`src/rtl/program_state_tracker.sv`:
```
// Program-state holder: publishes {priv, isa_c, mode, asid} with a generation tag and runs a
// flush handshake on changes that invalidate fetch/translation state. Optional: PS_ASID_FLUSH_EN.
module program_state_tracker #(
  parameter int unsigned ASID_W = 9,
  parameter int unsigned GEN_W  = 3
) (
  input  logic              i_clk,
  input  logic              i_rst_n,
  input  logic [1:0]        i_priv,
  input  logic              i_isa_c,
  input  logic [31:0]       i_satp,
  input  logic              i_update,
  input  logic              i_flush_ack,
  output logic [ASID_W+3:0] o_ps,
  output logic [GEN_W-1:0]  o_ps_gen,
  output logic              o_flush_req,
  output logic              o_stall,
  input  logic [31:0]       i_log_fd
);

  localparam logic [ASID_W+3:0] PS_RST = {2'b11, 1'b1, 1'b0, {ASID_W{1'b0}}};

  typedef enum logic [1:0] {S_IDLE, S_REQ, S_SETTLE} state_t;

  state_t            r_state;
  logic [ASID_W+3:0] r_ps;
  logic [ASID_W+3:0] r_pend;
  logic [GEN_W-1:0]  r_gen;
  logic              r_flush_req;
  logic              r_stall;

  logic [ASID_W+3:0] w_ns;
  logic [ASID_W+3:0] w_commit_val;
  logic              w_flush_diff;
  logic              w_commit;
  logic              w_unused;

  assign w_unused = ^{i_satp, i_log_fd};

  always_comb begin
    w_ns = {i_priv, i_isa_c, i_satp[31], i_satp[22 +: ASID_W]};
`ifdef PS_ASID_FLUSH_EN
    w_flush_diff = (w_ns != r_ps);
`else
    w_flush_diff = (w_ns[ASID_W+3:ASID_W] != r_ps[ASID_W+3:ASID_W]);
`endif
    w_commit     = 1'b0;
    w_commit_val = w_ns;
    case (r_state)
      // an update landing with the ack wins over the held pending value
      S_REQ: begin
        w_commit = i_flush_ack;
        if (!i_update) w_commit_val = r_pend;
      end
      default: w_commit = i_update && !w_flush_diff && (w_ns != r_ps);
    endcase
  end

  always_ff @(posedge i_clk or negedge i_rst_n) begin
    if (!i_rst_n) begin
      r_state     <= S_IDLE;
      r_ps        <= PS_RST;
      r_pend      <= PS_RST;
      r_gen       <= '0;
      r_flush_req <= 1'b0;
      r_stall     <= 1'b0;
    end else begin
      if (w_commit) begin
        r_ps  <= w_commit_val;
        r_gen <= r_gen + 1'b1;
      end
      case (r_state)
        S_IDLE, S_SETTLE: begin
          r_state <= S_IDLE;
          r_stall <= 1'b0;
          if (i_update && w_flush_diff) begin
            r_pend      <= w_ns;
            r_state     <= S_REQ;
            r_flush_req <= 1'b1;
            r_stall     <= 1'b1;
          end
        end
        S_REQ: begin
          if (i_flush_ack) begin
            r_state     <= S_SETTLE;
            r_flush_req <= 1'b0;
          end else if (i_update) begin
            r_pend <= w_ns;
          end
        end
        default: r_state <= S_IDLE;
      endcase
    end
  end

  assign o_ps        = r_ps;
  assign o_ps_gen    = r_gen;
  assign o_flush_req = r_flush_req;
  assign o_stall     = r_stall;

`ifndef SYNTHESIS
  always_ff @(posedge i_clk) begin
    if (i_rst_n && w_commit)
      $display("ps commit old=%h new=%h gen=%0d", r_ps, w_commit_val,
               GEN_W'(r_gen + 1'b1));
  end
`endif

endmodule

```
`config.mk`:
```
export PLATFORM = sky130hd
export DESIGN_NAME = program_state_tracker
export DESIGN_NICKNAME = d
export VERILOG_FILES = /design/src/rtl/program_state_tracker.sv
export SDC_FILE = /design/constraint.sdc
export NUM_CORES = 1
export LEC_CHECK = 0
export CAP_MARGIN = 20
export CORE_AREA = 2 2 74 48
export DETAILED_ROUTE_END_ITERATION = 7
export DIE_AREA = 0 0 76 50
export DONT_BUFFER_PORTS = 1
export PLACE_DENSITY = 0.7
export SLEW_MARGIN = 25
export SYNTH_ARGS = -nofsm -noshare
export SYNTH_HDL_FRONTEND = slang
export SYNTH_SLANG_ARGS = --single-unit
```
`constraint.sdc`:
```
create_clock -name i_clk -period 3.5 [get_ports i_clk]
set_input_delay 0.175 -clock i_clk [delete_from_list [all_inputs] [get_ports i_clk]]
set_output_delay 0.175 -clock i_clk [all_outputs]
set_load 0.01 [all_outputs]
```
==> load_flow_metrics.sql, run 1 <==
INSERT INTO impl_metrics (metric_group, metric, value, unit) VALUES
('detailed_routing', 'drcViolationCount', '0', ''),
('floorplanning', 'die_height', '50', 'µm'),
('clock_tree', 'numClockSinks', '33', ''),
('synthesis', 'synth.top_cells.by_area', 'sky130_fd_sc_hd__dfrtp_1, sky130_fd_sc_hd__mux2_2, sky130_fd_sc_hd__dfstp_2', ''),
('global_route', 'global_route.overflow_total', '0', ''),
('placed_design', 'placed_cells', '157', ''),
('floorplanning', 'start_util', '0.524', ''),
('placed_design', 'place.gp.congestion', '0.759', ''),
('synthesis', 'syn_area_per_cell', '14.3', 'µm²'),
('detailed_routing', 'first_iter_violations', '49', ''),
('setup_path', 'crit_chain', 'xor2_1, nor4_2, nand4_1, a21oi_4, mux2_2', ''),
('global_route', 'grt_max_degree', '34', ''),
('sta', 'timing.final.crit_period', '2.31', 'ns'),
('detailed_routing', 'route.detailed.wl_per_inst', '17.3', 'µm'),
('global_route', 'antenna_found_initial', '0', ''),
('setup_path', 'critical_path_class', 'flop to flop', ''),
('detailed_routing', 'totalWireLength', '2.91', 'mm'),
('sta', 'hold_viol_final', '0', ''),
('clock_tree', 'cts-htree-levels', '2', ''),
('sta', 'max_clock_freq', '432', 'MHz'),
('pwr', 'ir_worst_vdd', '398', 'µV'),
('global_route', 'grt_pass1_wl', '4.94', 'mm'),
('sta', 'worst_slew_margin_rel', '0.551', ''),
('synthesis', 'synthMostInstantiatedCell', 'sky130_fd_sc_hd__mux2_2', ''),
('clock_tree', 'cts_tree', 'built', ''),
('detailed_routing', 'routed-wl-met2', '1.38', 'mm'),
('setup_path', 'critical-path-slowest-cell', 'sky130_fd_sc_hd__a21oi_4', ''),
('synthesis', 'synth-async-reset-ratio', '1.00', ''),
('synthesis', 'synth.cell_area', '0.00163', 'mm²'),
('detailed_routing', 'vias', '919', ''),
('sta', 'report.final.slew_viol_count', '0', ''),
('sta', 'grt_setup_unrepaired', 'no', ''),
('final_layout', 'insertedDiodeCount', '0', ''),
('sta', 'final.period_utilization', '0.661', ''),
('run_status', 'outcome', 'complete, no violations', ''),
('setup_path', 'startpoint', 'o_ps[8]$_DFFE_PN0P_', ''),
('clock_tree', 'clock_root_buffer', 'sky130_fd_sc_hd__clkbuf_8', ''),
('placed_design', 'port_buffers', '0', ''),
('clock_tree', 'ctsResizeCount', '0', ''),
('sta', 'totalNegativeSetupSlack', '0', 'ns'),
('pwr', 'power-per-cell-area', '904', 'mW/mm²'),
('setup_path', 'critPathCaptureType', 'flop', ''),
('sta', 'report.final.setup_viol', '0', ''),
('floorplanning', 'floorplan.rows', '16', ''),
('min_path', 'worst_hold_startpoint', 'i_isa_c', ''),
('floorplanning', 'fp.dieArea', '0.00380', 'mm²'),
('setup_path', 'critical_path.reg2reg.startpoint', 'o_ps[8]$_DFFE_PN0P_', ''),
('synthesis', 'netlist_top_cells_count', 'sky130_fd_sc_hd__mux2_2, sky130_fd_sc_hd__dfrtp_1, sky130_fd_sc_hd__xor2_1, sky130_fd_sc_hd__mux2_4, sky130_fd_sc_hd__dfstp_2', ''),
('setup_path', 'arr_time_crit_path', '2.47', 'ns'),
('placed_design', 'detailed_place_hpwl', '2.09', 'mm'),
('synthesis', 'mappedNetlistNets', '186', ''),
('sta', 'fin_worst_skew', '0.00300', 'ns'),
('setup_path', 'crit_required', '3.66', 'ns'),
('synthesis', 'synth_largest_area_cell', 'sky130_fd_sc_hd__dfrtp_1', ''),
('clock_tree', 'cts.path.max_buffers', '2', ''),
('synthesis', 'synthDominantCellAreaShare', '0.416', ''),
('pwr', 'power.static_leakage', '0.770', 'nW'),
('sta', 'tightest_slew', '0.671', 'ns'),
('synthesis', 'postSynthCellCount', '114', ''),
('synthesis', 'seq_area_frac_synth', '0.513', ''),
('final_layout', 'design_area', '0.00179', 'mm²'),
('detailed_routing', 'firstDrtPassIters', '4', ''),
('setup_path', 'critical_path.max_stage_delay', '0.62', 'ns'),
('clock_tree', 'cts_post_setup_buffers_inserted', '0', ''),
('min_path', 'hold_class', 'primary input to flop', ''),
('detailed_routing', 'drt.antenna.violating_nets', '0', ''),
('final_layout', 'final_util', '0.576', ''),
('setup_path', 'startpoint_type', 'flop', ''),
('final_layout', 'filler_cell_count', '260', ''),
('run', 'drv_cap', '0', ''),
('final_layout', 'areaGrowthSynthToFinish', '10.0', '%');
-- stage by stage --
step,hold WS (ns),power (W)
3_3_place_gp,-0.120,0.00130
4_1_cts,0.00332,0.00164
3_5_place_dp,-0.120,0.00133
6_report,0.0467,0.00162
2_1_floorplan,-0.121,0.00123
5_1_grt,0.0317,0.00173
-- sequential cells by signal, summed over array words and instances, names as in the netlist --
name / cells
r_state: 2
o_ps: 13
r_pend: 13
o_stall: 1
o_ps_gen: 3
o_flush_req: 1
-- kinds of logic (layout without fill, tap and decap cells) --
kind of cell | after synthesis | after routing | share of synthesized area
simple gates | 16 | 16 | 0.0608
compound gates | 5 | 5 | 0.0239
xor+xnor | 14 | 14 | 0.0754
flops | 33 | 33 | 0.513
mux | 40 | 40 | 0.296
fa+ha+maj | 1 | 1 | 0.00770
buf+inv | 5 | 14 | 0.0239
-- critical path: cells and delay by family, from the launching register on --
family | cells | cell delay (ns)
AND/OR/NAND/NOR | 2 | 0.54
flip-flops | 1 | 0.44
AO/OA/AOI/OAI | 1 | 0.62
XOR/XNOR | 1 | 0.18
multiplexers | 1 | 0.42
-- cells in the final DEF (no fill, tap or decap), types with 3 or more instances in the layout --
master,count
sky130_fd_sc_hd__xnor2_1,3
sky130_fd_sc_hd__mux2_2,32
sky130_fd_sc_hd__dfrtp_1,27
sky130_fd_sc_hd__dfstp_2,6
sky130_fd_sc_hd__clkbuf_8,6
sky130_fd_sc_hd__xor2_1,11
sky130_fd_sc_hd__mux2_4,8
sky130_fd_sc_hd__nand2_1,5
-- area by class of cell --
class                           count  area (µm²)  area share
Clock buffer                        8        90.1      0.0504
Inverter                            2        7.51     0.00420
Multi-Input combinational cell     76         753       0.421
Sequential cell                    33         833       0.466
Tap cell                           45        56.3      0.0315
Timing Repair Buffer                4        47.5      0.0266
-- path summary, 6_finish.rpt --
kind / to / cells after the start / slack [ns]
max: o_ps[7]$_DFFE_PN0P_ / 5 / 1.19
min: r_pend[10]$_DFFE_PN1P_ / 1 / 0.05
max reg2reg: o_ps[7]$_DFFE_PN0P_ / 5 / 1.19
min reg2reg: r_pend[3]$_DFFE_PN0P_ / 1 / 0.50
max in group asynchronous: r_pend[12]$_DFFE_PN1P_ / 2 / 2.91
min in group asynchronous: o_ps[5]$_DFFE_PN0P_ / 2 / 0.35
-- metal layers --
layer	up-vias	GRT usage
li1	421	-
met1	459	0.203
met2	32	0.281
met3	7	0.0788
met4	0	0.0697
met5	-	0
-- where the power goes --
part           total [W]  internal, W  switching (W)
Sequential      0.000802     0.000601       0.000201
Clock           0.000288     0.000160       0.000128
Combinational   0.000527     0.000320       0.000207
Total            0.00162      0.00108       0.000536
Power figures use the tool's default switching activity.
==> run 2, diff against run 1 <==
--- a/config.mk
+++ b/config.mk
@@ -10,7 +10,7 @@
 export DETAILED_ROUTE_END_ITERATION = 7
 export DIE_AREA = 0 0 76 50
 export DONT_BUFFER_PORTS = 1
-export PLACE_DENSITY = 0.7
+export PLACE_DENSITY = 0.72
 export SLEW_MARGIN = 25
 export SYNTH_ARGS = -nofsm -noshare
 export SYNTH_HDL_FRONTEND = slang
==> constraint.sdc (replaced) <==
create_clock -name i_clk -period 1.9 [get_ports i_clk]
set_input_delay 0.095 -clock i_clk [delete_from_list [all_inputs] [get_ports i_clk]]
set_output_delay 0.095 -clock i_clk [all_outputs]
set_load 0.01 [all_outputs]
==> load_flow_metrics.sql, run 2 (same netlist as run 1, synthesis figures left out) <==
INSERT INTO impl_metrics (metric_group, metric, value, unit) VALUES
('floorplanning', 'start_util', '0.524', ''),
('floorplanning', 'dieWidth', '76', 'µm'),
('sta', 'timing.final.crit_period', '1.96', 'ns'),
('global_route', 'antenna_found_initial', '0', ''),
('sta', 'report.final.slew_viol_count', '0', ''),
('setup_path', 'critical_path_class', 'flop to flop', ''),
('global_route', 'grt_max_degree', '34', ''),
('run_status', 'outcome', 'finished, violations left', ''),
('sta', 'final.setup.worst_slack', '-0.0563', 'ns'),
('detailed_routing', 'route.detailed.wl_per_inst', '17.4', 'µm'),
('pwr', 'total_switching_power', '0.00116', 'W'),
('floorplanning', 'die_height', '50', 'µm'),
('sta', 'tightest_slew', '0.362', 'ns'),
('pwr', 'power.combinational.fraction', '0.454', ''),
('placed_design', 'place.gp.congestion', '0.768', ''),
('setup_path', 'r2r_setup_slack', '-0.06', 'ns'),
('detailed_routing', 'drcViolationCount', '0', ''),
('placed_design', 'port_buffers', '0', ''),
('global_route', 'grt_pass1_wl', '5.35', 'mm'),
('detailed_routing', 'firstDrtPassIters', '4', ''),
('pwr', 'total_power_consumption_of_the_routed_design', '0.00355', 'W'),
('floorplanning', 'design.core.area', '0.00310', 'mm²'),
('floorplanning', 'floorplan.rows', '16', ''),
('final_layout', 'mostFrequentLayoutCells', 'sky130_fd_sc_hd__dfrtp_1, sky130_fd_sc_hd__mux2_4, sky130_fd_sc_hd__mux2_2, sky130_fd_sc_hd__dlygate4sd3_1, sky130_fd_sc_hd__buf_4', ''),
('floorplanning', 'fp.dieArea', '0.00380', 'mm²'),
('pwr', 'ir_worst_vdd', '834', 'µV'),
('setup_path', 'critical_path.max_fanout', '7', ''),
('pwr', 'power-per-cell-area', '1620', 'mW/mm²'),
('setup_path', 'arr_time_crit_path', '2.12', 'ns'),
('sta', 'worst_slew_margin_rel', '0.758', ''),
('placed_design', 'detailed_place_hpwl', '2.16', 'mm'),
('detailed_routing', 'vias', '1035', ''),
('final_layout', 'areaGrowthSynthToFinish', '34.9', '%'),
('run', 'drv_cap', '0', ''),
('setup_path', 'startpoint', 'o_ps[1]$_DFFE_PN0P_', ''),
('global_route', 'global_route.overflow_total', '0', ''),
('pwr', 'power.share.sequential', '0.394', ''),
('detailed_routing', 'vias_per_cell', '5.23', ''),
('sta', 'final.period_utilization', '1.03', ''),
('clock_tree', 'clk_pin_slew', '0.07', 'ns'),
('sta', 'hold_viol_final', '0', ''),
('floorplanning', 'top_level_ports', '89', ''),
('final_layout', 'design_area', '0.00219', 'mm²'),
('clock_tree', 'cts_tree', 'built', ''),
('global_route', 'grt_pass1_vias', '1104', ''),
('final_layout', 'insertedDiodeCount', '0', ''),
('setup_path', 'startpoint_type', 'flop', ''),
('sta', 'fin_worst_skew', '0.00303', 'ns'),
('clock_tree', 'insertion_delay_of_the_later_clocked_pin_in_the_worst_skew_pair', '0.28', 'ns'),
('sta', 'report.final.setup_viol', '11', ''),
('detailed_routing', 'drt.antenna.violating_nets', '0', ''),
('min_path', 'hold_class', 'primary input to flop', ''),
('detailed_routing', 'totalWireLength', '3.44', 'mm'),
('global_route', 'global_route.usage.total', '0.189', ''),
('pwr', 'power.static_leakage', '0.996', 'nW'),
('clock_tree', 'numClockSinks', '33', ''),
('clock_tree', 'cts.path.max_buffers', '2', ''),
('detailed_routing', 'first_iter_violations', '35', ''),
('final_layout', 'final_nets', '224', ''),
('clock_tree', 'number_of_buffers_added_by_the_clock_tree_synthesis_step', '5', ''),
('sta', 'max_clock_freq', '511', 'MHz'),
('min_path', 'worst_hold_startpoint', 'i_satp[30]', ''),
('final_layout', 'mostFrequentLayoutCell', 'sky130_fd_sc_hd__dfrtp_1', ''),
('clock_tree', 'clock_root_buffer', 'sky130_fd_sc_hd__clkbuf_8', ''),
('run_status', 'failing_checks', 'setup timing', ''),
('setup_path', 'crit_required', '2.07', 'ns'),
('sta', 'grt_setup_unrepaired', 'yes', ''),
('final_layout', 'post_route_cells_drive_above_1_share', '0.523', ''),
('pwr', 'switching_portion_of_total_power', '0.326', ''),
('clock_tree', 'cts-htree-levels', '2', ''),
('setup_path', 'critPathCaptureType', 'flop', ''),
('pwr', 'power_frac_clock', '0.151', ''),
('final_layout', 'filler_cell_count', '204', ''),
('placed_design', 'placedInstanceArea', '0.00181', 'mm²'),
('setup_path', 'critical_path.reg2reg.startpoint', 'o_ps[1]$_DFFE_PN0P_', ''),
('pwr', 'internal_power', '0.00239', 'W');
==> run 2: changes by cell type in the layout (fill, tap and decap cells not counted), moves of 3 or more <==
cell | previous run | this run
sky130_fd_sc_hd__buf_12 | 1 | 4
sky130_fd_sc_hd__buf_4 | 1 | 13
sky130_fd_sc_hd__dlygate4sd3_1 | 2 | 15
sky130_fd_sc_hd__mux2_2 | 32 | 19
sky130_fd_sc_hd__mux2_4 | 8 | 21
==> run 2: path summary, 6_finish.rpt <==
kind / end / cells after the start
max in group asynchronous: r_pend[10]$_DFFE_PN1P_ / 2
worst max register to register: o_ps[7]$_DFFE_PN0P_ / 6
worst min-delay path: o_ps[8]$_DFFE_PN0P_ / 2
worst max-delay path: o_ps[7]$_DFFE_PN0P_ / 6
worst min register to register: r_pend[5]$_DFFE_PN0P_ / 1
min in group asynchronous: o_ps[6]$_DFFE_PN0P_ / 2
==> run 2: critical path, cell delays in order, from the launching register on <==
cell and delay [ns]:
sky130_fd_sc_hd__dfrtp_1 0.39, sky130_fd_sc_hd__xor2_1 0.17, sky130_fd_sc_hd__nor4_2 0.32, sky130_fd_sc_hd__nand4_1 0.22, sky130_fd_sc_hd__a21oi_4 0.26, sky130_fd_sc_hd__buf_6 0.16, sky130_fd_sc_hd__mux2_2 0.33
==> run 2: routing by layer <==
layer,share of wire,global-route usage
met1,0.46,0.227
met2,0.45,0.314
met5,0,0
met4,0.016,0.0727
met3,0.067,0.0678
==> run 2: power by group through the flow <==
stage	sequential [W]	combinational [W]	clock, W
2_1_floorplan	0.00141	0.000862	0
3_3_place_gp	0.00135	0.00131	0
3_5_place_dp	0.00138	0.00135	0
4_1_cts	0.00136	0.00142	0.000541
5_1_grt	0.00145	0.00173	0.000571
6_report	0.00140	0.00161	0.000537
==> run 2: timing repair <==
item / in CTS / in global routing
pin swaps: 3 / 7
gates resized for setup: 1 / 19
setup endpoints to repair: 27 / 28
hold buffers: 16 / 0
setup buffers: 1 / 0
cloned: 0 / 1
hold endpoints to repair: 48 / 0
==> run 2: metrics by stage <==
stage	cells	utilization	hold WS (ns)	TNS [ns]	setup WS, ns
3_5_place_dp	172	0.583	-0.200	-1.18	-0.0713
2_1_floorplan	114	-	-0.201	0	0.0219
4_1_cts	197	0.670	0.0859	-1.46	-0.0734
6_report	198	0.707	0.0896	-0.493	-0.0563
5_1_grt	198	0.707	0.0890	-1.38	-0.123
3_3_place_gp	172	0.583	-0.200	-0.367	-0.0511
==> run 2: area by class of cell <==
class,count,area (µm²),area share
repair buffers,34,364,0.166
flip-flops and latches,33,833,0.380
well taps,45,56.3,0.0257
clock buffers,8,90.1,0.0411
multi-input cells,76,842,0.384
inverters,2,7.51,0.00342
==> run 3, diff against run 2 <==
--- a/config.mk
+++ b/config.mk
@@ -5,12 +5,13 @@
 export SDC_FILE = /design/constraint.sdc
 export NUM_CORES = 1
 export LEC_CHECK = 0
+export ABC_AREA = 1
 export CAP_MARGIN = 20
-export CORE_AREA = 2 2 74 48
+export CORE_AREA = 2 2 76 49
 export DETAILED_ROUTE_END_ITERATION = 7
-export DIE_AREA = 0 0 76 50
+export DIE_AREA = 0 0 78 51
 export DONT_BUFFER_PORTS = 1
-export PLACE_DENSITY = 0.72
+export PLACE_DENSITY = 0.73
 export SLEW_MARGIN = 25
 export SYNTH_ARGS = -nofsm -noshare
 export SYNTH_HDL_FRONTEND = slang
==> load_flow_metrics.sql, run 3 <==
INSERT INTO impl_metrics (metric_group, metric, value, unit) VALUES
('pwr', 'total_power_consumption_of_the_routed_design', '0.00321', 'W'),
('global_route', 'antenna_found_initial', '0', ''),
('min_path', 'hold_class', 'primary input to flop', ''),
('final_layout', 'insertedDiodeCount', '0', ''),
('synthesis', 'synth.cell_area', '0.00174', 'mm²'),
('pwr', 'power.combinational.fraction', '0.315', ''),
('pwr', 'power_frac_clock', '0.247', ''),
('clock_tree', 'cts.path.max_buffers', '2', ''),
('synthesis', 'seq_area_frac_synth', '0.479', ''),
('setup_path', 'crit_required', '2.08', 'ns'),
('min_path', 'timing.hold.worst_endpoint', 'o_ps[11]$_DFFE_PN1P_', ''),
('synthesis', 'synthDominantCellAreaShare', '0.388', ''),
('floorplanning', 'die_height', '51', 'µm'),
('final_layout', 'final_nets', '302', ''),
('floorplanning', 'start_util', '0.511', ''),
('synthesis', 'number_of_distinct_library_cells_after_synthesis', '23', ''),
('pwr', 'power-per-cell-area', '1650', 'mW/mm²'),
('synthesis', 'synth-async-reset-ratio', '1.00', ''),
('final_layout', 'mostFrequentLayoutCell', 'sky130_fd_sc_hd__nand2_1', ''),
('placed_design', 'detailed_place_hpwl', '2.45', 'mm'),
('setup_path', 'logic_depth_of_the_worst_register_to_register_path', '8', ''),
('setup_path', 'crit-reg2reg-capture', 'o_ps[5]$_DFFE_PN0P_', ''),
('synthesis', 'synth_largest_area_cell', 'sky130_fd_sc_hd__dfrtp_1', ''),
('pwr', 'power.share.sequential', '0.438', ''),
('setup_path', 'critical_path.reg2reg.startpoint', 'o_ps[11]$_DFFE_PN1P_', ''),
('min_path', 'hold-path-cell-count', '4', ''),
('clock_tree', 'cts-htree-levels', '2', ''),
('min_path', 'worst_hold_startpoint', 'i_priv[0]', ''),
('global_route', 'grt_max_degree', '34', ''),
('final_layout', 'areaGrowthSynthToFinish', '11.7', '%'),
('global_route', 'global_route.usage.total', '0.208', ''),
('setup_path', 'arr_time_crit_path', '1.78', 'ns'),
('clock_tree', 'numClockSinks', '33', ''),
('clock_tree', 'number_of_buffers_added_by_the_clock_tree_synthesis_step', '5', ''),
('sta', 'report.final.setup_viol', '0', ''),
('pwr', 'total_switching_power', '0.00123', 'W'),
('pwr', 'power.static_leakage', '1.02', 'nW'),
('synthesis', 'ys.flop_type', 'sky130_fd_sc_hd__dfrtp_1', ''),
('detailed_routing', 'route.detailed.wl_per_inst', '13.2', 'µm'),
('floorplanning', 'fp.dieArea', '0.00398', 'mm²'),
('sta', 'hold_viol_final', '0', ''),
('final_layout', 'final_util', '0.571', ''),
('detailed_routing', 'firstDrtPassIters', '4', ''),
('sta', 'worst_slew_margin_rel', '0.791', ''),
('setup_path', 'critical_path_class', 'flop to flop', ''),
('sta', 'final.setup.worst_slack', '0.304', 'ns'),
('sta', 'totalNegativeSetupSlack', '0', 'ns'),
('final_layout', 'post_route_cells_drive_above_1_share', '0.152', ''),
('sta', 'grt_setup_unrepaired', 'no', ''),
('detailed_routing', 'drcViolationCount', '0', ''),
('clock_tree', 'ctsResizeCount', '0', ''),
('floorplanning', 'top_level_ports', '89', ''),
('final_layout', 'multiInputGateArea', '796', 'µm²'),
('run', 'drv_cap', '0', ''),
('synthesis', 'postSynthCellCount', '223', ''),
('pwr', 'switching_portion_of_total_power', '0.383', ''),
('placed_design', 'place.gp.congestion', '0.808', ''),
('pwr', 'internal_power', '0.00198', 'W'),
('detailed_routing', 'vias', '1368', ''),
('setup_path', 'r2r_setup_slack', '0.30', 'ns'),
('clock_tree', 'clk_pin_slew', '0.08', 'ns'),
('detailed_routing', 'drt.antenna.violating_nets', '0', ''),
('clock_tree', 'clock_root_buffer', 'sky130_fd_sc_hd__clkbuf_8', ''),
('synthesis', 'mappedNetlistNets', '295', ''),
('synthesis', 'synth-edff-count', '0', ''),
('clock_tree', 'cts_tree', 'built', ''),
('run_status', 'outcome', 'complete, no violations', ''),
('placed_design', 'place_worst_setup_slack', '0.292', 'ns'),
('synthesis', 'synthMostInstantiatedCell', 'sky130_fd_sc_hd__nand2_1', ''),
('final_layout', 'mostFrequentLayoutCells', 'sky130_fd_sc_hd__nand2_1, sky130_fd_sc_hd__nand3_1, sky130_fd_sc_hd__dfrtp_1, sky130_fd_sc_hd__inv_1, sky130_fd_sc_hd__xnor2_1', ''),
('synthesis', 'synth.yosys.warnings', '0', ''),
('sta', 'report.final.slew_viol_count', '0', ''),
('global_route', 'global_route.overflow_total', '0', ''),
('placed_design', 'port_buffers', '0', ''),
('sta', 'tightest_slew', '0.312', 'ns'),
('final_layout', 'filler_cell_count', '312', ''),
('floorplanning', 'design.core.area', '0.00340', 'mm²'),
('synthesis', 'synth.top_cells.by_area', 'sky130_fd_sc_hd__dfrtp_1, sky130_fd_sc_hd__nand2_1, sky130_fd_sc_hd__dfstp_2', ''),
('detailed_routing', 'vias_per_cell', '4.92', ''),
('setup_path', 'critical_path.max_fanout', '17', ''),
('sta', 'final.period_utilization', '0.840', ''),
('detailed_routing', 'totalWireLength', '3.67', 'mm'),
('floorplanning', 'floorplan.rows', '17', ''),
('detailed_routing', 'first_iter_violations', '80', ''),
('setup_path', 'startpoint_type', 'flop', ''),
('synthesis', 'synth.ff_latch_count', '33', ''),
('setup_path', 'critPathCaptureType', 'flop', ''),
('floorplanning', 'dieWidth', '78', 'µm'),
('synthesis', 'netlist_top_cells_count', 'sky130_fd_sc_hd__nand2_1, sky130_fd_sc_hd__nand3_1, sky130_fd_sc_hd__dfrtp_1, sky130_fd_sc_hd__inv_1, sky130_fd_sc_hd__xnor2_1', ''),
('sta', 'fin_worst_skew', '0.00771', 'ns'),
('sta', 'timing.final.crit_period', '1.60', 'ns'),
('placed_design', 'placedInstanceArea', '0.00177', 'mm²'),
('synthesis', 'syn_area_per_cell', '7.80', 'µm²'),
('global_route', 'grt_pass1_vias', '1243', ''),
('final_layout', 'area.sequential', '833', 'µm²'),
('sta', 'max_clock_freq', '626', 'MHz'),
('global_route', 'grt_pass1_wl', '6.15', 'mm'),
('pwr', 'ir_worst_vdd', '901', 'µV'),
('final_layout', 'design_area', '0.00194', 'mm²'),
('clock_tree', 'insertion_delay_of_the_later_clocked_pin_in_the_worst_skew_pair', '0.29', 'ns');
run 3: changes by cell type in the layout (fill, tap and decap cells not counted), moves of 3 or more:
cell / before / now
sky130_fd_sc_hd__nor2_2: 0 / 4
sky130_fd_sc_hd__nand3_1: 0 / 30
sky130_fd_sc_hd__xnor2_1: 3 / 7
sky130_fd_sc_hd__nand2_1: 4 / 111
sky130_fd_sc_hd__inv_2: 0 / 5
sky130_fd_sc_hd__buf_12: 4 / 1
sky130_fd_sc_hd__xor2_1: 10 / 3
sky130_fd_sc_hd__inv_1: 2 / 9
sky130_fd_sc_hd__mux2_4: 21 / 0
sky130_fd_sc_hd__dlygate4sd3_1: 15 / 2
sky130_fd_sc_hd__buf_4: 13 / 4
sky130_fd_sc_hd__mux2_2: 19 / 0
run 3: how the worst max path moves through the flow:
stage | start | end | slack [ns] | depth (start not counted)
final | o_ps[11]$_DFFE_PN1P_ | o_ps[5]$_DFFE_PN0P_ | 0.30 | 8
after global placement | o_ps[11]$_DFFE_PN1P_ | o_ps[7]$_DFFE_PN0P_ | 0.30 | 8
after floorplan | o_ps[10]$_DFFE_PN1P_ | o_ps[8]$_DFFE_PN0P_ | 0.47 | 10
after global routing | o_ps[10]$_DFFE_PN1P_ | o_ps_gen[1]$_DFFE_PN0P_ | 0.13 | 10
after CTS | o_ps[11]$_DFFE_PN1P_ | o_ps[5]$_DFFE_PN0P_ | 0.27 | 8
after detailed placement | o_ps[11]$_DFFE_PN1P_ | o_ps[7]$_DFFE_PN0P_ | 0.29 | 8
run 3: power groups by stage:
stage / combinational, W / clock [W] / sequential, W
final: 0.00101 / 0.000793 / 0.00141
after global routing: 0.00118 / 0.000832 / 0.00144
after CTS: 0.00102 / 0.000806 / 0.00141
after detailed placement: 0.000990 / 0 / 0.00142
after global placement: 0.000968 / 0 / 0.00142
after floorplan: 0.000849 / 0 / 0.00136
run 3: cell type report:
type | count | area share
Multi-Input combinational cell | 169 | 0.409
Clock buffer | 5 | 0.0354
Tap cell | 47 | 0.0302
Inverter | 14 | 0.0270
Clock inverter | 3 | 0.0335
Timing Repair Buffer | 7 | 0.0360
Sequential cell | 33 | 0.429
run 3: logic make-up (layout without fill, tap and decap cells):
family                   after synthesis  after routing  share of synthesized area
XOR/XNOR                              10             10                     0.0503
AO/OA/AOI/OAI                          4              4                     0.0115
flip-flops                            33             33                      0.479
AND/OR/NAND/NOR                      154            154                      0.388
adder cells (fa/ha/maj)                1              1                    0.00719
buffers and inverters                 21             29                     0.0640
run 3: what timing repair did:
action / CTS / global route
buffers inserted: 0 / 0
hold buffers: 3 / 0
hold endpoints to repair: 34 / 0
run 3: critical path, stage by stage, from the launching register on:
cell                      delay (ns)
sky130_fd_sc_hd__dfstp_2        0.58
sky130_fd_sc_hd__xor2_1         0.22
sky130_fd_sc_hd__nor2_2         0.05
sky130_fd_sc_hd__nand2_2        0.09
sky130_fd_sc_hd__nor2_4         0.05
sky130_fd_sc_hd__nand2_4        0.20
sky130_fd_sc_hd__nand2_8        0.14
sky130_fd_sc_hd__nand2_1        0.09
sky130_fd_sc_hd__nand2_1        0.05
run 3: per-stage QoR:
| step | hold slack (ns) | std cells |
|---|---|---|
| 6_report | 0.0146 | 278 |
| 5_1_grt | 0.0295 | 278 |
| 4_1_cts | 0.0120 | 278 |
| 3_5_place_dp | -0.200 | 267 |
| 3_3_place_gp | -0.200 | 267 |
| 2_1_floorplan | -0.201 | 223 |
run 3: layer usage:
metal,part of all wire,wire length [µm],track usage
met5,0,0,0
met3,0.065,240,0.0830
met1,0.51,1860,0.296
met4,0.016,59,0.0789
met2,0.41,1510,0.283
